<file path="src/rtl/branch_predict_unit_if.sv">
// Fetch/decode-side signal bundle for branch_predict_unit.
// The pipeline side uses the master modport and the predictor uses the slave modport.
interface branch_predict_unit_if;
  logic        [31:0] if_pc;
  logic               pred_taken;
  logic        [31:0] pred_target;
  logic               id_branch;
  logic               id_stall;
  logic        [31:0] id_pc;
  logic               id_pred_taken;
  logic        [31:0] id_pred_target;
  logic               id_taken;
  logic        [31:0] id_target;
  logic               mispredict;
  logic        [31:0] redirect_pc;
  logic        [31:0] branch_cnt;
  logic        [31:0] mispred_cnt;

  modport master (
    output if_pc, id_branch, id_stall, id_pc, id_pred_taken, id_pred_target,
           id_taken, id_target,
    input  pred_taken, pred_target, mispredict, redirect_pc, branch_cnt, mispred_cnt
  );

  modport slave (
    input  if_pc, id_branch, id_stall, id_pc, id_pred_taken, id_pred_target,
           id_taken, id_target,
    output pred_taken, pred_target, mispredict, redirect_pc, branch_cnt, mispred_cnt
  );
endinterface

</file>
<file path="src/rtl/branch_predict_unit.sv">
// Direct-mapped BTB with 2-bit saturating counters. It predicts in IF, resolves against
// the ID comparator, trains the table, and counts branches and mispredicts.
module branch_predict_unit #(
  parameter int         IDX_W    = 6,
  parameter logic [1:0] CNT_INIT = 2'b10
) (
  input logic               clk,
  input logic               reset,
  branch_predict_unit_if.slave bp
);
  localparam int ENTRIES = 1 << IDX_W;
  localparam int TAG_W   = 30 - IDX_W;

  logic [ENTRIES-1:0] valid_q;
  logic [1:0]         ctr_q    [ENTRIES];
  logic [TAG_W-1:0]   tag_q    [ENTRIES];
  logic [31:0]        target_q [ENTRIES];
  logic [31:0]        branch_cnt_q;
  logic [31:0]        mispred_cnt_q;

  logic [IDX_W-1:0] if_idx, id_idx;
  logic [TAG_W-1:0] if_tag, id_tag;
  logic             if_hit, id_hit, resolve, mispredict_c;

  assign if_idx = bp.if_pc[IDX_W+1:2];
  assign if_tag = bp.if_pc[31:IDX_W+2];
  assign id_idx = bp.id_pc[IDX_W+1:2];
  assign id_tag = bp.id_pc[31:IDX_W+2];

  // The lookup reads the registered table, so an update on the same edge shows up on the next cycle.
  assign if_hit = valid_q[if_idx] && (tag_q[if_idx] == if_tag);
  assign id_hit = valid_q[id_idx] && (tag_q[id_idx] == id_tag);

  assign bp.pred_taken  = if_hit && ctr_q[if_idx][1];
  assign bp.pred_target = bp.pred_taken ? target_q[if_idx] : bp.if_pc + 32'd4;

  // Holding reset low also blocks resolution, so a bench held in reset sees no redirect.
  assign resolve      = reset && bp.id_branch && !bp.id_stall;
  assign mispredict_c = resolve && ((bp.id_taken != bp.id_pred_taken) ||
                        (bp.id_taken && (bp.id_pred_target != bp.id_target)));

  assign bp.mispredict  = mispredict_c;
  assign bp.redirect_pc = !reset ? 32'd0 :
                          (bp.id_taken ? bp.id_target : bp.id_pc + 32'd4);
  assign bp.branch_cnt  = branch_cnt_q;
  assign bp.mispred_cnt = mispred_cnt_q;

  always_ff @(posedge clk or negedge reset) begin
    if (!reset) begin
      valid_q       <= '0;
      branch_cnt_q  <= '0;
      mispred_cnt_q <= '0;
      for (int i = 0; i < ENTRIES; i++) ctr_q[i] <= 2'b00;
    end else if (resolve) begin
      if (branch_cnt_q != 32'hFFFF_FFFF) branch_cnt_q <= branch_cnt_q + 32'd1;
      if (mispredict_c && (mispred_cnt_q != 32'hFFFF_FFFF))
        mispred_cnt_q <= mispred_cnt_q + 32'd1;
      if (id_hit) begin
        if (bp.id_taken) begin
          if (ctr_q[id_idx] != 2'b11) ctr_q[id_idx] <= ctr_q[id_idx] + 2'd1;
        end else begin
          if (ctr_q[id_idx] != 2'b00) ctr_q[id_idx] <= ctr_q[id_idx] - 2'd1;
        end
      end else if (bp.id_taken) begin
        valid_q[id_idx] <= 1'b1;
        ctr_q[id_idx]   <= CNT_INIT;
      end
    end
  end

  // Tags and targets are hidden by the valid bits, so they have no reset.
  // On a hit the tag already matches, so rewriting it is harmless.
  always_ff @(posedge clk) begin
    if (resolve && bp.id_taken) begin
      tag_q[id_idx]    <= id_tag;
      target_q[id_idx] <= bp.id_target;
    end
  end
endmodule

</file>
<file path="src/flat_wrapper.sv">
// flat-port wrapper written by rule: the top's interface ports become plain ports
module branch_predict_unit_flat 
#(
  parameter int         IDX_W    = 6,
  parameter logic [1:0] CNT_INIT = 2'b10
)
  (clk, reset, bp_if_pc, bp_id_branch, bp_id_stall, bp_id_pc, bp_id_pred_taken, bp_id_pred_target, bp_id_taken, bp_id_target, bp_pred_taken, bp_pred_target, bp_mispredict, bp_redirect_pc, bp_branch_cnt, bp_mispred_cnt);
  branch_predict_unit_if bp_i ();
  input logic clk;
  input logic reset;
  input wire logic [$bits(bp_i.if_pc)-1:0] bp_if_pc;
  input wire logic [$bits(bp_i.id_branch)-1:0] bp_id_branch;
  input wire logic [$bits(bp_i.id_stall)-1:0] bp_id_stall;
  input wire logic [$bits(bp_i.id_pc)-1:0] bp_id_pc;
  input wire logic [$bits(bp_i.id_pred_taken)-1:0] bp_id_pred_taken;
  input wire logic [$bits(bp_i.id_pred_target)-1:0] bp_id_pred_target;
  input wire logic [$bits(bp_i.id_taken)-1:0] bp_id_taken;
  input wire logic [$bits(bp_i.id_target)-1:0] bp_id_target;
  output wire logic [$bits(bp_i.pred_taken)-1:0] bp_pred_taken;
  output wire logic [$bits(bp_i.pred_target)-1:0] bp_pred_target;
  output wire logic [$bits(bp_i.mispredict)-1:0] bp_mispredict;
  output wire logic [$bits(bp_i.redirect_pc)-1:0] bp_redirect_pc;
  output wire logic [$bits(bp_i.branch_cnt)-1:0] bp_branch_cnt;
  output wire logic [$bits(bp_i.mispred_cnt)-1:0] bp_mispred_cnt;
  assign bp_i.if_pc = bp_if_pc;
  assign bp_i.id_branch = bp_id_branch;
  assign bp_i.id_stall = bp_id_stall;
  assign bp_i.id_pc = bp_id_pc;
  assign bp_i.id_pred_taken = bp_id_pred_taken;
  assign bp_i.id_pred_target = bp_id_pred_target;
  assign bp_i.id_taken = bp_id_taken;
  assign bp_i.id_target = bp_id_target;
  assign bp_pred_taken = bp_i.pred_taken;
  assign bp_pred_target = bp_i.pred_target;
  assign bp_mispredict = bp_i.mispredict;
  assign bp_redirect_pc = bp_i.redirect_pc;
  assign bp_branch_cnt = bp_i.branch_cnt;
  assign bp_mispred_cnt = bp_i.mispred_cnt;
  branch_predict_unit #(.IDX_W(IDX_W), .CNT_INIT(CNT_INIT)) u_core (.clk(clk), .reset(reset), .bp(bp_i));
endmodule
</file>
<file path="config.mk">
export PLATFORM = sky130hd
export DESIGN_NAME = branch_predict_unit_flat
export DESIGN_NICKNAME = d
export VERILOG_FILES = /design/src/rtl/branch_predict_unit_if.sv /design/src/rtl/branch_predict_unit.sv /design/src/flat_wrapper.sv
export SDC_FILE = /design/constraint.sdc
export NUM_CORES = 2
export LEC_CHECK = 0
export CAP_MARGIN = 20
export CORE_UTILIZATION = 28
export CTS_CLUSTER_DIAMETER = 150
export CTS_CLUSTER_SIZE = 40
export DETAILED_ROUTE_END_ITERATION = 12
export GPL_ROUTABILITY_DRIVEN = 0
export GPL_TIMING_DRIVEN = 1
export PLACE_DENSITY = 0.51
export REMOVE_ABC_BUFFERS = 1
export SLEW_MARGIN = 40
export SYNTH_ARGS = -nofsm -noshare
export SYNTH_HDL_FRONTEND = slang
export SYNTH_SLANG_ARGS = --single-unit
</file>
<file path="constraint.sdc">
create_clock -name clk -period 8.15 [get_ports clk]
set_input_delay 1.63 -clock clk [delete_from_list [all_inputs] [get_ports clk]]
set_output_delay 1.63 -clock clk [all_outputs]
set_load 0.03 [all_outputs]
</file>
==> metrics.log <==
[metrics] status: completed
[metrics] worst flop-to-flop path endpoint: u_core.ctr_q[90]
[metrics] Worst setup startpoint: bp_if_pc[2]
[metrics] vias in the first global route: 92900
[metrics] startpoint of the most critical hold path: u_core.ctr_q[92]
[metrics] post-synth top area share: 65.4%
[metrics] maximum count of clock buffers along a single path: 4
[metrics] Hold Path End: u_core.ctr_q[92]
[metrics] origin of the critical flop-to-flop path: u_core.tag_q[16][18]
[metrics] post-route ant nets: 0
[metrics] most used flip-flop cell after synthesis: edfxtp_1
[metrics] Post-Route Utilization: 31.6%
[metrics] leading area contributor after synthesis: edfxtp_1
[metrics] FMAX: 124 MHz
[metrics] clock sink count: 3840
[metrics] 1st-iter DRT viols: 15700
[metrics] sequential-to-total area share from yosys stat: 69.3%
[metrics] first-pass GRT wire length: 873000 um
[metrics] arrival time reported for the critical path endpoint: 6450 ps
[metrics] Syn Std Cell Area: 165000 um2
[metrics] overall routing resource usage: 21.6%
[metrics] sum of met2 wire segment lengths after detailed routing: 294000 um
[metrics] total of max-cap violations: 0
[metrics] largest voltage drop on the vdd net: 0.198 mV
[metrics] Skew-Pair Late Insertion Delay: 1040 ps
[metrics] number of synthesis warnings: 0
[metrics] fill cell total of the finished layout: 55900
[metrics] combined area of the multi-input logic cells: 48500 um2
[metrics] die footprint: 591000 um2
[metrics] number of antenna violations at the first check in global routing: 56
[metrics] type of the worst min-delay path: flop to flop
[metrics] area added between synthesis and finish: 12.3%
[metrics] CTS buffer count: 113
[metrics] fraction of the cycle the final worst path needs: 99.2%
[metrics] Cell Pwr Density: 182 nW/um2
[metrics] count of buffers inserted at the top-level ports: 263
[metrics] TritonCTS clock tree: yes
[metrics] topmost layer with routed signal wires: met5
[metrics] Routed WL per cell: 40.2 um
[metrics] startpoint type of the worst setup path: input port
[metrics] final critical delay including setup and external delays: 8080 ps
[metrics] maximum number of pins on one net before global-route repair: 158
[metrics] critical-path maximum fanout: 39
[metrics] number of storage elements in the synthesis netlist: 3840
[metrics] DR DRC count: 0
[metrics] Cell Rows: 281
[metrics] type of element capturing the critical path: output port
[metrics] # H-tree levels: 3
[metrics] Total Power Consumption: 33.6 mW
[metrics] relative slew slack: 34.2%
[metrics] Die Span X: 769 um
[metrics] data required time at the worst endpoint: 6520 ps
[metrics] final layout net count: 8696
[metrics] CTS clock-pin slew for the worst setup and hold paths: 80 ps
[metrics] DR vias: 95800
[metrics] number of hold-slack violations in the final timing report: 0
[metrics] fraction of layout cells with a size suffix above 1: 30.2%
[metrics] mean instance size in the synthesized netlist: 20.2 um2
[metrics] die height: 769 um
[metrics] master cell of the clock root buffer: clkbuf_16
[metrics] Worst-Margin Slew: 984 ps
[metrics] Netlist cell types: 91
[metrics] core box area: 586000 um2
[metrics] maximum clock skew at final layout: 185 ps
[metrics] unrepaired setup endpoints after global routing: no
[metrics] fraction of registers with async set or reset after synthesis: 6.67%
[metrics] final WL: 659000 um
[metrics] Hold-fix buffers, CTS: 0
[metrics] Boundary Pins: 264
[metrics] count of flip-flops with a built-in enable after synthesis: 3584
[metrics] number of pins exceeding their max-slew limit in the final report: 0
[metrics] non-filler cells in the finished layout: 16400
[metrics] Final setup violation count: 0
[metrics] initial cell density of the core: 28.1%
[metrics] Hold WS: 505 ps
[metrics] footprint of the flip-flops and latches: 114000 um2
[metrics] setup slack of the worst register-to-register path: 3220 ps
[metrics] number of detailed-routing iterations run before antenna repair: 8
[metrics] kind of critical path: input port to output port
[metrics] total grt overflow: 0
[metrics] vias per inst: 5.85
[metrics] depth of the worst register-to-register path: 15
[metrics] Post-Synthesis Cells: 8166
[metrics] total met3 wirelength after detailed routing: 71200 um
[metrics] estimated wirelength of the detail-placed design: 395000 um
[metrics] dominant cells by area after synthesis: edfxtp_1 65%, mux4_2 18%, dfrtp_1 3.9%, mux2i_1 1.5%, mux2_2 0.83%
[metrics] M1 WL: 258000 um
[metrics] leakage power summed over all cells: 57.7 nW
[metrics] number of cells on the worst hold path: 1
[metrics] number of placed instances, taps included: 16200
worst max path at each step:
stage                               to  slack, ps  cells after the start
global route        bp_pred_target[22]         20                     17
floorplan            u_core.ctr_q[111]       -670                     11
detailed placement  bp_pred_target[19]        -40                     13
global placement    bp_pred_target[14]       -160                     17
CTS                 bp_pred_target[19]         10                     15
finish              bp_pred_target[19]         70                     13
registers in the layout, indices dropped and copies added, names as in the netlist:
register / count
u_core.bp.branch_cnt: 32
u_core.target_q: 2048
u_core.valid_q: 64
u_core.bp.mispred_cnt: 32
u_core.ctr_q: 128
u_core.tag_q: 1536
per-layer routing:
metal | vias up | GRT usage (%)
met1 | 52800 | 29.3
met3 | 1285 | 5.41
li1 | 35100 | -
met2 | 6576 | 33.0
met5 | - | 0.0487
met4 | 18 | 9.46
placed cells by master (no fill, tap or decap), drive strengths merged, types with 65 or more instances in the layout:
master,count
a21oi,113
a221oi,99
a22oi,132
a31o,65
buf,735
clkbuf,126
clkdlybuf4s50,133
dfrtp,256
edfxtp,3584
mux2,243
mux2i,249
mux4,1325
nand2,223
nand3,117
nor2,178
o211ai,88
o21ai,114
o22ai,68
xnor2,108
xor2,86
Yosys cell counts (68+ instances only):
library cell and number:
mux2i_1 249, o22ai_1 68, xnor2_1 108, a221oi_1 99, buf_1 68, a22oi_1 132, clkbuf_1 274, mux2_1 118
nand2_1 223, xor2_1 86, nand3_1 117, buf_2 182, a21oi_1 112, dfrtp_1 256, mux2_2 121, nor2_1 176
o21ai_0 111, mux4_2 1323, edfxtp_1 3584
timing repair:
| item | 4_1_cts | 5_1_grt |
|---|---|---|
| resized for setup | 1 | 6 |
| setup endpoints to repair | 11 | 31 |
| setup buffers | 0 | 0 |
metrics by stage:
| stage | TNS (ps) | cell area [um2] | worst slack [ps] |
|---|---|---|---|
| floorplan | -64250 | 162000 | -666 |
| global placement | -1370 | 181000 | -159 |
| detailed placement | -127 | 182000 | -42.6 |
| CTS | 0 | 185000 | 9.65 |
| global route | 0 | 185000 | 19.6 |
| finish | 0 | 185000 | 65.2 |
cell type report:
class                   count  area share [%]
flip-flops and latches   3840            61.6
multi-input cells        3700            26.2
well taps                7782            5.26
repair buffers            871            5.11
clock buffers             123            1.55
clock inverters            12           0.120
inverters                  30          0.0643
diodes                     32          0.0433
kinds of logic after synthesis:
logic type / Yosys count / synth area share (%)
buf+inv: 626 / 1.81
xor+xnor: 194 / 1.03
compound gates: 901 / 4.18
mux: 1817 / 21.3
flops: 3840 / 69.3
fa+ha+maj: 6 / 0.0456
simple gates: 782 / 2.37
critical path, stage by stage:
cell and delay [ps]:
buf_16 200, buf_12 330, mux4_2 550, mux4_2 500, mux4_2 530, xnor2_2 340, nand2_1 260, or3b_1 440
or4_4 630, buf_12 220, buf_4 180, a21oi_1 230, buf_12 160
power by group:
part | internal, mW | leakage, nW | switching [mW] | total, mW
logic | 1.31 | 20.5 | 2.10 | 3.41
clock network | 2.62 | 1.50 | 5.92 | 8.53
registers | 21.6 | 35.7 | 0.0715 | 21.7
Power figures use the tool's default switching activity.
